$ cat config.mk
export PLATFORM = sky130hd
export DESIGN_NAME = note_decoder
export DESIGN_NICKNAME = d
export VERILOG_FILES = /design/src/rtl/note_pkg.sv /design/src/rtl/note_decoder_period_classifier.sv /design/src/rtl/note_decoder.sv
export SDC_FILE = /design/constraint.sdc
export NUM_CORES = 1
export LEC_CHECK = 0
export ABC_AREA = 1
export BUFFER_PORTS_ARGS = -buffer_cell sky130_fd_sc_hd__buf_2
export CORE_MARGIN = 2
export CORE_UTILIZATION = 55
export CTS_CLUSTER_DIAMETER = 150
export DETAILED_ROUTE_END_ITERATION = 10
export GPL_TIMING_DRIVEN = 0
export PLACE_DENSITY = 0.72
export SLEW_MARGIN = 20
export SYNTH_ARGS = -nofsm -noshare
export SYNTH_HDL_FRONTEND = slang
export SYNTH_SLANG_ARGS = --single-unit
$ cat constraint.sdc
create_clock -name clk -period 2.5 [get_ports clk]
set_input_delay 0.125 -clock clk [delete_from_list [all_inputs] [get_ports clk]]
set_output_delay 0.125 -clock clk [all_outputs]
set_load 0.1 [all_outputs]
$ cat src/rtl/note_pkg.sv
// Shared constants and types for the note decoder: period table, counter
// sizing, note codes and the window test used by the classifier.
package note_pkg;

    localparam int unsigned CNT_W     = 17;
    localparam int unsigned NUM_NOTES = 12;
    localparam int unsigned TOL_SHIFT = 6;

    localparam logic [CNT_W-1:0] CNT_MAX = {CNT_W{1'b1}};

    typedef enum logic [3:0] {
        DO4       = 4'd0,
        DO_S4     = 4'd1,
        RE4       = 4'd2,
        RE_S4     = 4'd3,
        MI4       = 4'd4,
        FA4       = 4'd5,
        FA_S4     = 4'd6,
        SOL4      = 4'd7,
        SOL_S4    = 4'd8,
        LA4       = 4'd9,
        LA_S4     = 4'd10,
        SI4       = 4'd11,
        NOTE_NONE = 4'hF
    } note_e;

    typedef enum logic [1:0] {
        SILENCIO = 2'd0,
        PRIMER   = 2'd1,
        MIDIENDO = 2'd2
    } state_t;

    // Nominal periods in clk cycles at 25 MHz, index = note code.
    localparam logic [CNT_W-1:0] NOTE_PERIOD [NUM_NOTES] = '{
        17'd95555, 17'd90194, 17'd85133, 17'd80352,
        17'd75843, 17'd71586, 17'd67569, 17'd63776,
        17'd60197, 17'd56818, 17'd53630, 17'd50620
    };

    // True when per lies within nominal +/- (nominal >> TOL_SHIFT); bounds never exceed CNT_MAX.
    function automatic logic in_window(input logic [CNT_W-1:0] per,
                                       input logic [CNT_W-1:0] nominal);
        logic [CNT_W-1:0] tol;
        tol = nominal >> TOL_SHIFT;
        return (per >= (nominal - tol)) && (per <= (nominal + tol));
    endfunction

endpackage

$ cat src/rtl/note_decoder_period_classifier.sv
// Maps a measured period onto a note code; lowest matching index wins,
// NOTE_NONE when no window contains the period.
module period_classifier
    import note_pkg::*;
(
    input  logic [CNT_W-1:0] per,
    output logic [3:0]       clase
);

    logic [NUM_NOTES-1:0] w_hit;

    for (genvar k = 0; k < NUM_NOTES; k++) begin : g_win
        assign w_hit[k] = in_window(per, NOTE_PERIOD[k]);
    end

    // Walk from the highest index down so the lowest hit is written last.
    always_comb begin
        clase = NOTE_NONE;
        for (int k = int'(NUM_NOTES) - 1; k >= 0; k--) begin
            if (w_hit[4'(k)]) begin
                clase = 4'(k);
            end
        end
    end

endmodule

$ cat src/rtl/note_decoder.sv
// Measures the period of an asynchronous square wave and reports the matching
// 4th-octave note once two consecutive periods agree.
module note_decoder
    import note_pkg::*;
#(
    parameter int unsigned CLK_HZ = 25000000
) (
    input  logic       clk,
    input  logic       rst,
    input  logic       onda,
    output logic [3:0] nota,
    output logic       valida,
    output logic       fuera_rango
);

    // The period table is only meaningful at the nominal clock; never confirm otherwise.
    localparam logic TABLE_OK = (CLK_HZ == 32'd25000000);

    logic             r_sync1;
    logic             r_sync2;
    logic             r_hist;
    logic             r_edge;
    state_t           r_state;
    logic [CNT_W-1:0] r_per_cnt;
    logic [3:0]       r_cand;
    logic [3:0]       r_nota;
    logic             r_valida;
    logic             r_fuera;

    logic             w_pulse;
    logic             w_sat;
    logic [3:0]       w_clase;

    assign w_pulse = r_sync2 & ~r_hist;
    assign w_sat   = (r_per_cnt == CNT_MAX);

    // Synchronizer, history flop and registered edge pulse.
    always_ff @(posedge clk or posedge rst) begin
        if (rst) begin
            r_sync1 <= 1'b0;
            r_sync2 <= 1'b0;
            r_hist  <= 1'b0;
            r_edge  <= 1'b0;
        end else begin
            r_sync1 <= onda;
            r_sync2 <= r_sync1;
            r_hist  <= r_sync2;
            r_edge  <= w_pulse;
        end
    end

    period_classifier u_classifier (
        .per   (r_per_cnt),
        .clase (w_clase)
    );

    // Period counter, measurement FSM and output registers.
    always_ff @(posedge clk or posedge rst) begin
        if (rst) begin
            r_state   <= SILENCIO;
            r_per_cnt <= '0;
            r_cand    <= NOTE_NONE;
            r_nota    <= 4'd0;
            r_valida  <= 1'b0;
            r_fuera   <= 1'b0;
        end else begin
            case (r_state)
                SILENCIO: begin
                    if (r_edge) begin
                        r_per_cnt <= CNT_W'(1);
                        r_state   <= PRIMER;
                    end
                end
                PRIMER, MIDIENDO: begin
                    // An edge takes priority over saturation; a saturated count classifies as none.
                    if (r_edge) begin
                        r_per_cnt <= CNT_W'(1);
                        r_cand    <= w_clase;
                        r_state   <= MIDIENDO;
                        if (w_clase == NOTE_NONE) begin
                            r_fuera  <= 1'b1;
                            r_valida <= 1'b0;
                        end else if ((r_state == MIDIENDO) && (w_clase == r_cand)) begin
                            r_nota   <= w_clase;
                            r_valida <= TABLE_OK;
                            r_fuera  <= 1'b0;
                        end
                    end else if (w_sat) begin
                        r_state  <= SILENCIO;
                        r_valida <= 1'b0;
                        r_fuera  <= 1'b0;
                    end else begin
                        r_per_cnt <= r_per_cnt + CNT_W'(1);
                    end
                end
                default: begin
                    r_state <= SILENCIO;
                end
            endcase
        end
    end

    assign nota        = r_nota;
    assign valida      = r_valida;
    assign fuera_rango = r_fuera;

endmodule

After elaboration in Yosys (flattened, before gate mapping)
Index checks and enable logic that the tools add are counted.

Flip-flop bits (word level): 33. Input port bits: 3. Logic and storage cells: 80.

Add/sub/neg operators: 1. $lt $le $gt $ge: 16. Equality and inequality tests: 9. Mux-type cells: 23. Bitwise logic cells: 3. Reduce and logical (&&, ||, !) cells: 18.

Operators with widths (number): $ge A17 B17 Y1 const B (7); $le A17 B17 Y1 const B (7); $mux W17 (3); $pmux W17 S2 (1); $mux W4 (8); $add A17 B1 Y17 const B (1); $eq A17 B17 Y1 const B (1); $ge A17 B16 Y1 const B (1); $le A17 B16 Y1 const B (1); $logic_and A1 B1 Y1 (9); $mux W1 (7); $mux W2 (3); $ne A3 B3 Y1 const B (2); $reduce_and A3 Y1 (2); $eq A4 B4 Y1 (1); $eq A4 B4 Y1 const B (1); $pmux W2 S2 (1); $reduce_and A2 Y1 (2); $reduce_and A4 Y1 (1); $reduce_bool A2 Y1 (2); $ne A3 B1 Y1 const B (1); $eq A2 B1 Y1 const B (1); $eq A2 B2 Y1 const B (1); $logic_not A2 Y1 (1); 4 further kinds (5).

Longest topological paths before layout
Gate-level depths: netlist of run 1.

Depth in word-level cells: 15. Gate-level depth with buffers: 19.

By module
A second synthesis of run 1 with hierarchy kept.

Cells, all modules: 508. Area, all modules: 2920.3 um^2.

Modules (own cells, without submodules): note_decoder (times used 1, cells each 244, area each 1773.0 um^2, sequential area each 830.8 um^2); period_classifier (times used 1, cells each 264, area each 1147.4 um^2, sequential area each 0.0 um^2).

Worst setup path before layout of run 1
OpenSTA, ideal clock, no wires.

Path kind: reg2reg. From: register r_per_cnt[0]. To: register r_per_cnt[15]. Arrival: 2.171 ns. Data required time: 2.376 ns. Path slack: 0.204 ns. Stages on the path, launching flop included: 17. Path buffers: 0. Cell sequence: dfrtp_1 > ha_1 > nand2_1 > nor2_1 > inv_1 > nor2_1 > ha_1 > nor3_1 > nor2_1 > nor3_2 > nand2_1 > nor2_1 > inv_1 > nor2_1 > nand2_1 > o211ai_1 > a21oi_1.

Longest elaborated chain between the ends: 4. Elaborated cells on any way between the ends: 7.

RTL lines: start: declaration (line note_decoder.sv:24) `logic [CNT_W-1:0] r_per_cnt;`; start signal: assignment (line note_decoder.sv:93) `r_per_cnt <= r_per_cnt + CNT_W'(1);`; $add A17 B1 Y17 (line note_decoder.sv:93); $mux W17 (line note_decoder.sv:88) `end else if (w_sat) begin`; $mux W17 (line note_decoder.sv:76) `if (r_edge) begin`; $pmux W17 S2 (line note_decoder.sv:67) `case (r_state)`.

Several ways; a longest one is shown, not always the timed one. The select of a mux whose other input is x is not followed. A chain may end at the register's enable or synchronous reset.

Final worst setup path of run 1
From: register r_per_cnt[9]. To: register r_per_cnt[15].

Same word-level chain as after synthesis.

==> results of run 1 <==
-- where the power goes --
| part | switching, mW | internal (mW) | total (mW) |
|---|---|---|---|
| logic | 0.588 | 0.216 | 0.804 |
| registers | 0.0324 | 0.608 | 0.640 |
| clock network | 0.189 | 0.195 | 0.384 |
| total | 0.809 | 1.02 | 1.83 |
-- through the flow --
step / setup slack [ns] / utilization [%]
3_3_place_gp: -0.3412 / 58.63
4_1_cts: 0.01137 / 61.78
6_report: 0.09029 / 64.31
2_1_floorplan: 0.2044 / -
3_5_place_dp: -0.3645 / 58.63
5_1_grt: -0.04515 / 64.31
-- layer usage --
| layer | vias up | track usage (%) |
|---|---|---|
| li1 | 1609 | - |
| met1 | 1487 | 44.88 |
| met5 | - | 0 |
| met4 | 0 | 7.719 |
| met2 | 153 | 51.12 |
| met3 | 12 | 7.011 |
-- layout make-up --
class / count / share of cell area [%]
Timing Repair Buffer: 20 / 3.888
Multi-Input combinational cell: 372 / 56.59
Sequential cell: 33 / 24.12
Clock inverter: 1 / 0.1440
Clock buffer: 7 / 2.196
Inverter: 69 / 7.775
Tap cell: 72 / 2.592
Buffer: 10 / 2.700
-- path summary, 6_finish.rpt --
check	startpoint	to	slack [ns]	cells past startpoint
max	r_per_cnt[9]	r_per_cnt[15]	0.09	15
min	r_sync1	r_sync2	0.35	0
max reg2reg	r_per_cnt[9]	r_per_cnt[15]	0.09	15
min reg2reg	r_sync1	r_sync2	0.35	0
max in group asynchronous	rst	r_per_cnt[15]	1.52	3
min in group asynchronous	rst	r_per_cnt[5]	0.49	3
-- flip-flops by register name, indices dropped and copies added (netlist names) --
name / cells
fuera_rango: 1
nota: 4
r_cand: 4
r_edge: 1
r_hist: 1
r_per_cnt: 17
r_state: 2
r_sync1: 1
r_sync2: 1
valida: 1
-- Yosys cell counts, drive strengths merged --
library cell,instances,share of area [%]
buf,10,2.6
a31oi,5,1.0
o31ai,2,0.49
nor2b,1,0.45
nand3b,2,0.49
ha,6,2.5
a22oi,1,0.25
nor3,18,3.5
and2,1,0.21
a21oi,14,2.6
clkinv,4,0.54
nand4,15,3.6
nand3,37,6.4
a211oi,2,0.49
dfrtp,29,24
inv,65,8.0
and3,1,0.21
a2111oi,1,0.29
nand2,151,21
o21ai,25,4.1
o211ai,2,0.49
o211a,1,0.33
dfstp,4,3.5
a31o,1,0.29
nor2,86,13
-- kinds of logic after synthesis --
family	after synthesis
flops	33
buf+inv	79
compound gates	54
fa+ha+maj	6
simple gates	312
-- cells in the final DEF, fill, tap and decap left out, types with 11 or more instances in the layout --
cell type / instances
inv_1: 47
nand4_1: 14
inv_2: 16
a21oi_1: 12
dfrtp_1: 23
nand3_1: 35
nor3_1: 13
o21ai_0: 21
nor2_2: 11
buf_4: 15
nand2_1: 126
nor2_1: 65
nand2_2: 18
-- repair_timing --
| item | in CTS | in global routing |
|---|---|---|
| setup buffers | 5 | 5 |
| pin swaps | 3 | 8 |
| setup endpoints to repair | 15 | 15 |
| gates resized for setup | 11 | 33 |
| endpoints found under the hold margin | 30 | 0 |
| cloned | 0 | 0 |
| hold buffers | 2 | 0 |
==> run summary, run 1 <==
Hold is met by 0.3534 ns. Summed over all layers, the global routing overflow is 0. The total number of H-tree levels was 2. The nature of the critical path endpoint is a flop. The logs give 7350 µm for the estimated wirelength of the detail-placed design and 1.044 for the final weighted congestion in routability-driven placement.

The run gives 0 as the final max-slew violation count. For the number of hold violations in the final report, the log shows 0. Across the run, the number of max-cap violations was 0. Clock-pin slew was measured on the worst setup and hold paths at 0.07 ns. When the netlist entered floorplanning its net count stood at 493.

Using the TritonRoute via totals, the vias-per-cell ratio works out to 5.584. The run gives 27 as the standard-cell row count. The synthesized instance count is 484.

The final antenna diode count was 0; the fraction of final layout cells with drive strength greater than 1 was 24.41%. The die covers 6136 µm². The final critical path takes up 96.39% of the cycle. Among all stages on the critical path, the largest delay is contributed by dfrtp_1.

The first global-routing pass estimated 15210 µm of wire. After synthesis the netlist holds a flip-flop and latch count of 33. The floorplan step set the die height to 78.34 µm. Along the worst path, the maximum fanout reaches 7. For this run, the detailed router's first-pass iteration total came to 5. Counting stages on the worst path, the most repeated cell is nand2_2. In the global route stage, overall resource usage came out at 32.16%. The number of buffers inserted during clock tree synthesis was 5. After synthesis, the largest family of logic cells by area is simple AND/OR/NAND/NOR gates. For this run, the number of standard cells in the final layout without fillers is 584. The die is 78.34 µm wide.

Type of element launching the critical path: a flop. The min-delay analysis places its worst path in the category flop to flop. After detailed routing, the number of remaining DRC violations is 0. The finished cells cover 3476 µm². Setup repair after global routing could not meet its margin everywhere.

The share of the synthesized netlist area taken by xor and xnor gates was 0%; the wire length on met1 was 4097 µm. In the detailed route, the total length drawn on met3 is 883 µm. Wire segments on met2 add up to 4336 µm in the final route. Sum of routed wire length over all layers: 9475 µm. For the final total power, the log shows 1.828 mW. The flow ran to the end, and the final reports show no timing, DRC or antenna violations. The total area inside the core boundary comes to 5405 µm².

After detailed routing, the average wire length per cell comes to 16.22 µm. The sum of negative setup slack is 0 ns. The distinct cell type count of the synthesized netlist is 39, and the count of buffering cells on the critical path with inverters included is 2. The fraction of the mapped netlist area in adder cells is 2.470%. The synthesis-to-layout area growth came out at 14.37%. Multiplexer cells account for 0% of the synthesized area. For this design the static power due to leakage is 1.724 nW. Initial antenna violation count: 0. The tools report the clock root buffer as clkbuf_8.

The synthesized netlist devotes 10.33% of its cell area to compound gates. Combined flip-flop and latch cell area: 838.3 µm². TritonCTS built the clock tree. The maximum buffer depth of the clock tree is 2. The power density over the cells was 526.0 nW/µm²; the largest net degree at the start of global routing was 34.

The routed layout has 3261 vias. Yosys printed 0 warnings. In this run, placement finished with an instance count of 564.

Walking the worst path, the cells encountered are nand2_2 > inv_2 > nand4_1 > nor2_2 > ha_2 > nor3_4 > nor2_4 > nor3_4 > nand2_2 > nor2_4 > inv_1 > nor2_2 > nand2_2 > o211ai_1 > a21oi_1. After Yosys synthesis, and, or, nand and nor cells account for 48.74% of the synthesized area. By startpoint and endpoint, the worst setup path is classified as flop to flop.

The logs give 2.57 ns for the arrival time at the worst endpoint and 9 for the number of top-level pins. For the area of combinational cells with multiple inputs, the log shows 1967 µm². Clock skew on the completed layout was measured at 0.007487 ns. Clock latency reported for the late side of the worst-skew pair: 0.28 ns. The average instance area after synthesis was 6.279 µm². The tools report the worst supply voltage drop on vdd as 0.0005880 V. Buffers placed on the I/O ports in this run total 8. At the end of the flow, the number of nets in the layout was 520. Summing the sequential cell areas from Yosys gives 27.34% of the chip area. Setup violations remaining at the end of the flow were counted as 0.

The transition at the pin with the smallest max-transition slack is 0.6886 ns, and the count of clock tree sinks is 33. The top layer used by detailed routing was met4. The logs give 316 for the DRC marker count from the first detailed-route iteration and 3071 for the number of global-route vias before repair.

The post-synthesis instance area is 3039 µm². In this design, the largest share of critical-path delay is due to simple AND/OR/NAND/NOR gates. For the highest achievable clock rate, the log shows 0.4150 GHz. The layout has 539 filler cells.

For the starting density of the core, the log shows 56.23%. The routed design could run at a clock period as short as 2.410 ns. The data required time of the worst path was 2.66 ns. The detail route stage leaves a number of antenna-violating nets equal to 0. The maximum cell stage delay along the critical path was 0.49 ns. The placed instances occupy a cell area of 3169 µm². Headroom to the max-slew limit came out at 54.03%.
No activity file was read; power rests on OpenSTA's default activity.
==> inputs of run 2 (changes only) <==
--- a/config.mk
+++ b/config.mk
@@ -16,4 +16,5 @@
 export SLEW_MARGIN = 20
 export SYNTH_ARGS = -nofsm -noshare
 export SYNTH_HDL_FRONTEND = slang
+export SYNTH_HIERARCHICAL = 1
 export SYNTH_SLANG_ARGS = --single-unit
==> run 2 against run 1 <==
  * Hold slack gained 0.011 ns
  * Final cell count grew 4.8%
  * Clock power is essentially flat
  * Power grew 9.0%
  * Via count grew 2.4%
  * First-iteration DRC count grew 18%
  * Flip-flop and latch count is the same
  * Sequential power grew 6.4%
  * Combinational power grew 15%
  * Register-to-register slack is essentially flat
  * Clock skew shrank 0.00061 ns
  * Critical path depth grew 2
  * Critical endpoint is now nota[3]
==> run summary, run 2 <==
The flow ran to the end, and the final reports show no timing, DRC or antenna violations. The maximum cell stage delay along the critical path was 0.41 ns (was 0.49 ns); the synthesized instance count was 508 (was 484). Commonest cells after routing, fill and taps aside: nand2_1, nor2_1, inv_1 (unchanged).

Maximum buffer depth of the clock tree: 2 (unchanged). The data required time of the worst path was 2.71 ns (was 2.66 ns); the post-synthesis net count was 517 (was 493). TritonCTS built the clock tree. Post-synthesis instance area: 2920 µm² (was 3039 µm²). The mean number of vias per cell works out to 5.454 (was 5.584). DRC marker count from the first detailed-route iteration: 374 (was 316).

Number of setup violations in the final report: 0 (unchanged). The most used standard cell by instance count after synthesis is nand2_1 (unchanged). The average instance area after synthesis came out at 5.749 µm² (was 6.279 µm²).

Top register by number of flip-flops: r_per_cnt (unchanged). The first-pass GRT wire length was 13300 µm (was 15210 µm); the power density over the cells was 578.5 nW/µm² (was 526.0 nW/µm²). The remaining number of nets flagged by the antenna check after routing is 0 (unchanged).

The final critical-path share of the clock period is 96.22% (was 96.39%). The master of the slowest instance on the critical path is dfrtp_1 (unchanged). The highest achievable clock rate was 0.4157 GHz (was 0.4150 GHz); the die outline height was 76.87 µm (was 78.34 µm). The final period demand of the worst path was 2.406 ns (was 2.410 ns). The transition at the pin with the smallest max-transition slack is 0.6900 ns (was 0.6886 ns), and the CTS clock-pin slew for the worst setup and hold paths is 0.07 ns (about the same).

Largest net degree at the start of global routing: 34 (unchanged). The number of flops mapped to enable cells by yosys came out at 0 (unchanged). For the core area, the log shows 5107 µm² (was 5405 µm²). The logs give 33 (unchanged) for the count of clock tree sinks and 0.0004832 V (was 0.0005880 V) for the worst supply voltage drop on vdd. The flip-flop count of the largest register, all copies and words added was 17 (unchanged). The fraction of final layout cells with drive strength greater than 1 is 19.93% (was 24.41%). The tools report the minimum hold slack as 0.3649 ns (was 0.3534 ns).

Clock root buffer: clkbuf_8 (unchanged). Relative max-transition margin: 53.93% (was 54.03%). The run gives 3338 (was 3261) as the vias after detailed routing. The tools report the count of max-cap constraint violations as 0 (unchanged).

The starting density of the core is 57.18% (was 56.23%), and the clock latency reported for the late side of the worst-skew pair is 0.28 ns (about the same). The synthesized flop and latch total was 33 (unchanged); the number of global-route vias before repair was 2973 (was 3071). The standard-cell row count is 26 (was 27), and the overall fraction of global-route tracks in use is 27.88% (was 32.16%). The number of nets at the end of the flow is 550 (was 520), and the wire length per cell is 13.52 µm (was 16.22 µm).

The most area-hungry cell type in the Yosys netlist was dfrtp_1 (unchanged). The cell class contributing the biggest share of worst-path delay was simple AND/OR/NAND/NOR gates (unchanged). Setup repair after global routing could not meet its margin everywhere. The distinct cell type count of the synthesized netlist was 29 (was 39); the number of hold violations in the final report was 0 (unchanged).

The run gives 28.45% (was 27.34%) as the sequential area share after synthesis. The share of Yosys cell area claimed by the top area cell type was 24.85% (was 23.88%). Crit-path cells: buf_6 > nand2_1 > inv_2 > nand2_1 > nand2_2 > nand2_1 > o21ai_1 > nand2_1 > nand2_1 > nand4_1 > nor2_4 > nor2_1 > nor2_1 > nand2_1 > nor2_4 > nand3_2 > o21ai_1 (was nand2_2 > inv_2 > nand4_1 > nor2_2 > ha_2 > nor3_4 > nor2_4 > nor3_4 > nand2_2 > nor2_4 > inv_1 > nor2_2 > nand2_2 > o211ai_1 > a21oi_1). The dominant cell type by count on the critical path was nand2_1 (was nand2_2).

The arrival time at the worst endpoint is 2.61 ns (was 2.57 ns). The final antenna diode count was 0 (unchanged). Type of element launching the critical path: a flop (unchanged). Worst min-delay path category: flop to flop (unchanged).

The synthesis-to-layout area growth works out to 17.99% (was 14.37%). The final routed DRC violation total came out at 0 (unchanged). The sum of routed wire length over all layers is 8277 µm (was 9475 µm).

The flip-flop cell with the highest count after synthesis is dfrtp_1 (unchanged). The count of buffering cells on the critical path with inverters included was 2 (unchanged); the largest clock skew in the final design was 0.006881 ns (was 0.007487 ns). Most common library cells after synthesis: nand2_1, nor2_1, inv_1 (unchanged). The leakage power of the design is 1.696 nW (was 1.724 nW). The run gives 5923 µm (was 7350 µm) as the estimated wirelength of the detail-placed design. The final max-slew violation count was 0 (unchanged). The nature of the critical path endpoint was a flop (unchanged).

The tools report the die area as 5908 µm² (was 6136 µm²). The run gives 6 (was 5) as the number of detailed-routing iterations run before antenna repair. The total number of H-tree levels was 2 (unchanged); the number of warnings issued by yosys was 6 (was 0). The floorplan die width is 76.87 µm (was 78.34 µm). The share of flip-flops with an asynchronous set or reset works out to 100.0% (unchanged). The logs give 1.993 mW (was 1.828 mW) for the final total power and 0.9427 (was 1.044) for the final weighted congestion in routability-driven placement. The logs give 0 (unchanged) for the overflow left after global routing and 5 (unchanged) for the number of buffers inserted during clock tree synthesis. The number of top-level pins is 9 (unchanged). The type of the worst setup path is flop to flop (unchanged). For the filler cell count in the final layout, the log shows 485 (was 539).

Most common library cell in the layout ignoring fill and taps: nand2_1 (unchanged). Biggest area contributors in the synthesized netlist: dfrtp_1, nand2_1, nor2_1, inv_1, nand3_1 (unchanged). The tools report the initial antenna violation count as 0 (unchanged). The count of input and output buffers is 8 (unchanged). The maximum fanout encountered on the critical timing path works out to 8 (was 7).
run 2: cell types whose count changed after synthesis, moves of 8 or more:
| cell | before | now |
|---|---|---|
| nand2_2 | 16 | 5 |
| nand4_1 | 14 | 6 |
| inv_1 | 49 | 62 |
| nor2_1 | 72 | 99 |
| inv_2 | 16 | 7 |
| nand2_1 | 132 | 174 |
run 2: cells by family (layout without fill, tap and decap cells):
| logic type | Yosys count | in the layout | synth area share [%] |
|---|---|---|---|
| xor gates and xnor gates | 1 | 1 | 0.3000 |
| and+or+nand+nor | 347 | 348 | 49.83 |
| adders and majority gates | 6 | 6 | 2.571 |
| AOI/OAI and AO/OA | 43 | 43 | 7.798 |
| buffers and inverters | 78 | 111 | 11.05 |
| DFF | 33 | 33 | 28.45 |
run 2: repair_timing:
| action | 4_1_cts | 5_1_grt |
|---|---|---|
| hold buffers | 2 | 0 |
| gates cloned | 0 | 1 |
| pin swaps | 0 | 7 |
| setup endpoints to repair | 9 | 23 |
| hold endpoints to repair | 30 | 0 |
| setup buffers | 0 | 15 |
| gates resized for setup | 4 | 60 |
run 2: metrics by stage:
stage	TNS [ns]	std cells	util (%)	setup slack [ns]	cell area, µm²
3_3_place_gp	-0.2114	586	59.68	-0.06473	3048
2_1_floorplan	0	508	-	0.3696	2920
4_1_cts	0	596	61.86	0.04069	3159
3_5_place_dp	-0.1439	586	59.68	-0.03825	3048
5_1_grt	-0.4097	612	67.47	-0.08840	3446
6_report	0	612	67.47	0.09438	3446
run 2: worst paths after layout:
| check | startpoint | slack (ns) | cells after the start | endpoint |
|---|---|---|---|---|
| setup / recovery | r_per_cnt[16] | 0.09 | 17 | nota[3] |
| hold / removal | r_sync1 | 0.36 | 0 | r_sync2 |
| setup reg to reg | r_per_cnt[16] | 0.09 | 17 | nota[3] |
| hold reg to reg | r_sync1 | 0.36 | 0 | r_sync2 |
| max in group asynchronous | rst | 1.51 | 3 | r_per_cnt[10] |
| min in group asynchronous | rst | 0.49 | 3 | r_hist |
run 2: cell type report:
class | count | area [µm²] | area share [%]
inverter | 69 | 267.8 | 7.771
buffer | 9 | 86.33 | 2.505
multi-input combinational | 398 | 1906 | 55.30
clock inverter | 2 | 10.01 | 0.2905
tap | 70 | 87.58 | 2.542
clock buffer | 6 | 72.57 | 2.106
timing repair buffer | 25 | 172.7 | 5.011
sequential | 33 | 843.3 | 24.47
run 2: power by group:
| part | switching, mW | leakage, nW | internal, mW |
|---|---|---|---|
| clock | 0.194 | 0.0450 | 0.193 |
| sequential | 0.0738 | 0.415 | 0.608 |
| combinational | 0.670 | 1.24 | 0.255 |
run 2: metal layers:
| metal | up-vias | part of all wire [%] | GRT usage (%) |
|---|---|---|---|
| met5 | - | 0 | 0 |
| met4 | 0 | 3.0 | 11.27 |
| met3 | 22 | 5.4 | 3.529 |
| met2 | 148 | 48 | 45.26 |
| met1 | 1518 | 44 | 37.68 |
| li1 | 1650 | - | - |
==> inputs of run 3 (changes only) <==
--- a/config.mk
+++ b/config.mk
@@ -7,12 +7,12 @@
 export LEC_CHECK = 0
 export ABC_AREA = 1
 export BUFFER_PORTS_ARGS = -buffer_cell sky130_fd_sc_hd__buf_2
-export CORE_MARGIN = 2
+export CORE_MARGIN = 1.5
 export CORE_UTILIZATION = 55
 export CTS_CLUSTER_DIAMETER = 150
 export DETAILED_ROUTE_END_ITERATION = 10
 export GPL_TIMING_DRIVEN = 0
-export PLACE_DENSITY = 0.72
+export PLACE_DENSITY_LB_ADDON = 0.2
 export SLEW_MARGIN = 20
 export SYNTH_ARGS = -nofsm -noshare
 export SYNTH_HDL_FRONTEND = slang
==> run 3 against run 2 <==
  * Worst setup slack improved by 0.019 ns
  * Fmax rose by 0.81%
  * Via count fell by 0.33%
  * Final cell count rose by 0.65%
  * Critical path depth rose by 1
  * Power fell by 0.80%
  * Hold slack improved by 0.0055 ns
  * Sequential share of layout area fell by 0.53 points
  * Flip-flop and latch count did not move
  * Die area fell by 2.6%
  * Critical endpoint is now nota[2]
  * Largest cell class unchanged
==> run summary, run 3 (synthesis gave the netlist of run 2 again) <==
The type of element launching the critical path is a flop (unchanged). The tools report the DRC marker count from the first detailed-route iteration as 279 (was 374). The tools report the number of nets at the end of the flow as 554 (was 550).

The remaining number of nets flagged by the antenna check after routing was 0 (unchanged). The tools report the clock root buffer as clkbuf_8 (unchanged). The logs give 12250 µm (was 13300 µm) for the first-pass GRT wire length and 586 (unchanged) for the count of placed standard cells including taps. The type of the worst setup path is flop to flop (unchanged). The logs give 5898 µm (was 5923 µm) for the estimated wirelength of the detail-placed design and 0 (unchanged) for the number of hold violations in the final report. Commonest cells after routing, fill and taps aside: nand2_1, nor2_1, inv_1 (unchanged). The mean number of vias per cell is 5.401 (was 5.454).

Clock latency reported for the late side of the worst-skew pair: 0.28 ns (about the same). The core area was 5107 µm² (unchanged). The tools report the sum of routed wire length over all layers as 8294 µm (was 8277 µm). Setup repair after global routing could not meet its margin everywhere. For the number of global-route vias before repair, the log shows 2693 (was 2973). The worst supply voltage drop on vdd came out at 0.0007147 V (was 0.0004832 V).

The wire length per cell is 13.46 µm (was 13.52 µm), and the fraction of final layout cells with drive strength greater than 1 is 22.16% (was 19.93%). The top register by number of flip-flops is r_per_cnt (unchanged). The maximum cell stage delay along the critical path works out to 0.42 ns (was 0.41 ns). The die outline height works out to 75.87 µm (was 76.87 µm).

Crit-path cells: buf_6 > clkinvlp_4 > nor2_2 > nor2_1 > o21ai_1 > nand2_1 > nand2_1 > nand2_1 > inv_2 > nand2_4 > nor2_4 > nor2_1 > nor2_1 > nand2_1 > nor2_2 > nand3_2 > nand2_1 > o21ai_0 (was buf_6 > nand2_1 > inv_2 > nand2_1 > nand2_2 > nand2_1 > o21ai_1 > nand2_1 > nand2_1 > nand4_1 > nor2_4 > nor2_1 > nor2_1 > nand2_1 > nor2_4 > nand3_2 > o21ai_1). Nature of the critical path endpoint: a flop (unchanged). The tools report the number of buffers inserted during clock tree synthesis as 5 (unchanged). The cell class contributing the biggest share of worst-path delay was simple AND/OR/NAND/NOR gates (unchanged). The starting density of the core is 57.18% (unchanged), and the CTS clock-pin slew for the worst setup and hold paths is 0.07 ns (about the same). The tools report the number of non-filler instances in the completed layout as 616 (was 612).

For the final max-slew violation count, the log shows 0 (unchanged). The post-layout utilization of the core is 68.86% (was 67.47%). The count of buffering cells on the critical path with inverters included came out at 3 (was 2). Count of clock tree sinks: 33 (unchanged).

The flow ran to the end, and the final reports show no timing, DRC or antenna violations. The master of the slowest instance on the critical path is dfrtp_1 (unchanged). The vias after detailed routing was 3327 (was 3338). The number of detailed-routing iterations run before antenna repair was 5 (was 6).

The die area is 5756 µm² (was 5908 µm²). The initial antenna violation count was 0 (unchanged); the standard-cell row count was 26 (unchanged). For the overall fraction of global-route tracks in use, the log shows 28.57% (was 27.88%).

The number of setup violations in the final report is 0 (unchanged). For the relative max-transition margin, the log shows 53.59% (was 53.93%). The arrival time at the worst endpoint is 2.55 ns (was 2.61 ns), and the count of input and output buffers is 8 (unchanged). The synthesis-to-layout area growth was 20.44% (was 17.99%). The flip-flop count of the largest register, all copies and words added was 17 (unchanged). For the largest net degree at the start of global routing, the log shows 34 (unchanged).

The maximum fanout encountered on the critical timing path came out at 7 (was 8). The transition at the pin with the smallest max-transition slack came out at 0.6951 ns (was 0.6900 ns). TritonCTS built the clock tree.

Overflow left after global routing: 0 (unchanged). The count of max-cap constraint violations is 0 (unchanged), and the highest achievable clock rate is 0.4191 GHz (was 0.4157 GHz). The final standard cell area without fillers came out at 3517 µm² (was 3446 µm²). The power density over the cells came out at 562.2 nW/µm² (was 578.5 nW/µm²). The final weighted congestion in routability-driven placement was 0.9660 (was 0.9427); the final critical-path share of the clock period was 95.45% (was 96.22%).

The maximum buffer depth of the clock tree was 2 (unchanged). For the largest clock skew in the final design, the log shows 0.002704 ns (was 0.006881 ns). The number of top-level pins was 9 (unchanged). Final antenna diode count: 0 (unchanged). The dominant cell type by count on the critical path is nand2_1 (unchanged). Total number of H-tree levels: 2 (unchanged).

The most common library cell in the layout ignoring fill and taps was nand2_1 (unchanged). The floorplan die width is 75.87 µm (was 76.87 µm). The worst min-delay path category is flop to flop (unchanged). For the instance area after placement, the log shows 3048 µm² (unchanged).

The data required time of the worst path was 2.67 ns (was 2.71 ns). The final routed DRC violation total came out at 0 (unchanged). The final total power was 1.977 mW (was 1.993 mW). The final period demand of the worst path was 2.386 ns (was 2.406 ns); the leakage power of the design was 1.761 nW (was 1.696 nW).
## run 3: changes by cell type in the layout (fill, tap and decap cells not counted), sizes merged
cell,previous run,this run
buf,31,36
clkbuf,7,5
clkinvlp,1,3
inv,68,67
## run 3: layout make-up
class | instances | area, µm²
flip-flops and latches | 33 | 842.1
well taps | 70 | 87.58
plain buffers | 9 | 90.09
fillers | 479 | 1590
multi-input cells | 398 | 1934
repair buffers | 29 | 202.7
inverters | 69 | 274.0
clock inverters | 3 | 17.52
clock buffers | 5 | 68.82
## run 3: worst paths after layout
check / startpoint / end / slack, ns / depth (start not counted)
setup / recovery: r_per_cnt[16] / nota[2] / 0.11 / 18
hold / removal: r_sync1 / r_sync2 / 0.37 / 0
setup reg to reg: r_per_cnt[16] / nota[2] / 0.11 / 18
hold reg to reg: r_sync1 / r_sync2 / 0.37 / 0
max in group asynchronous: rst / r_per_cnt[1] / 1.52 / 3
min in group asynchronous: rst / r_sync2 / 0.49 / 3
## run 3: what timing repair did
item,CTS,global route
setup buffers,2,17
pin swaps,0,12
setup endpoints to repair,10,23
hold endpoints to repair,30,0
hold buffers,2,0
gates resized for setup,2,73
cloned,0,1
## run 3: power breakdown
part | internal [mW] | total [mW] | switching (mW) | leakage [nW]
Combinational | 0.243 | 0.907 | 0.664 | 1.30
Clock | 0.192 | 0.394 | 0.202 | 0.0439
Sequential | 0.607 | 0.676 | 0.0689 | 0.417
Total | 1.04 | 1.98 | 0.935 | 1.76
## run 3: through the flow
stage | setup TNS [ns] | setup slack (ns) | hold slack (ns)
after floorplan | 0 | 0.3696 | 0.1564
after global placement | -0.2537 | -0.06407 | 0.2389
after detailed placement | -0.3390 | -0.09209 | 0.2349
after CTS | 0 | 0.0002525 | 0.3745
after global routing | -0.3054 | -0.07642 | 0.3828
final | 0 | 0.1137 | 0.3704
## run 3: layer usage
layer / wire length (µm) / vias to the layer above / GRT usage [%] / share of wire, %
li1: - / 1654 / - / -
met2: 3954 / 150 / 44.83 / 48
met1: 3554 / 1499 / 38.03 / 43
met5: 0 / - / 0 / 0
met3: 511 / 24 / 5.291 / 6.2
met4: 274 / 0 / 13.29 / 3.3
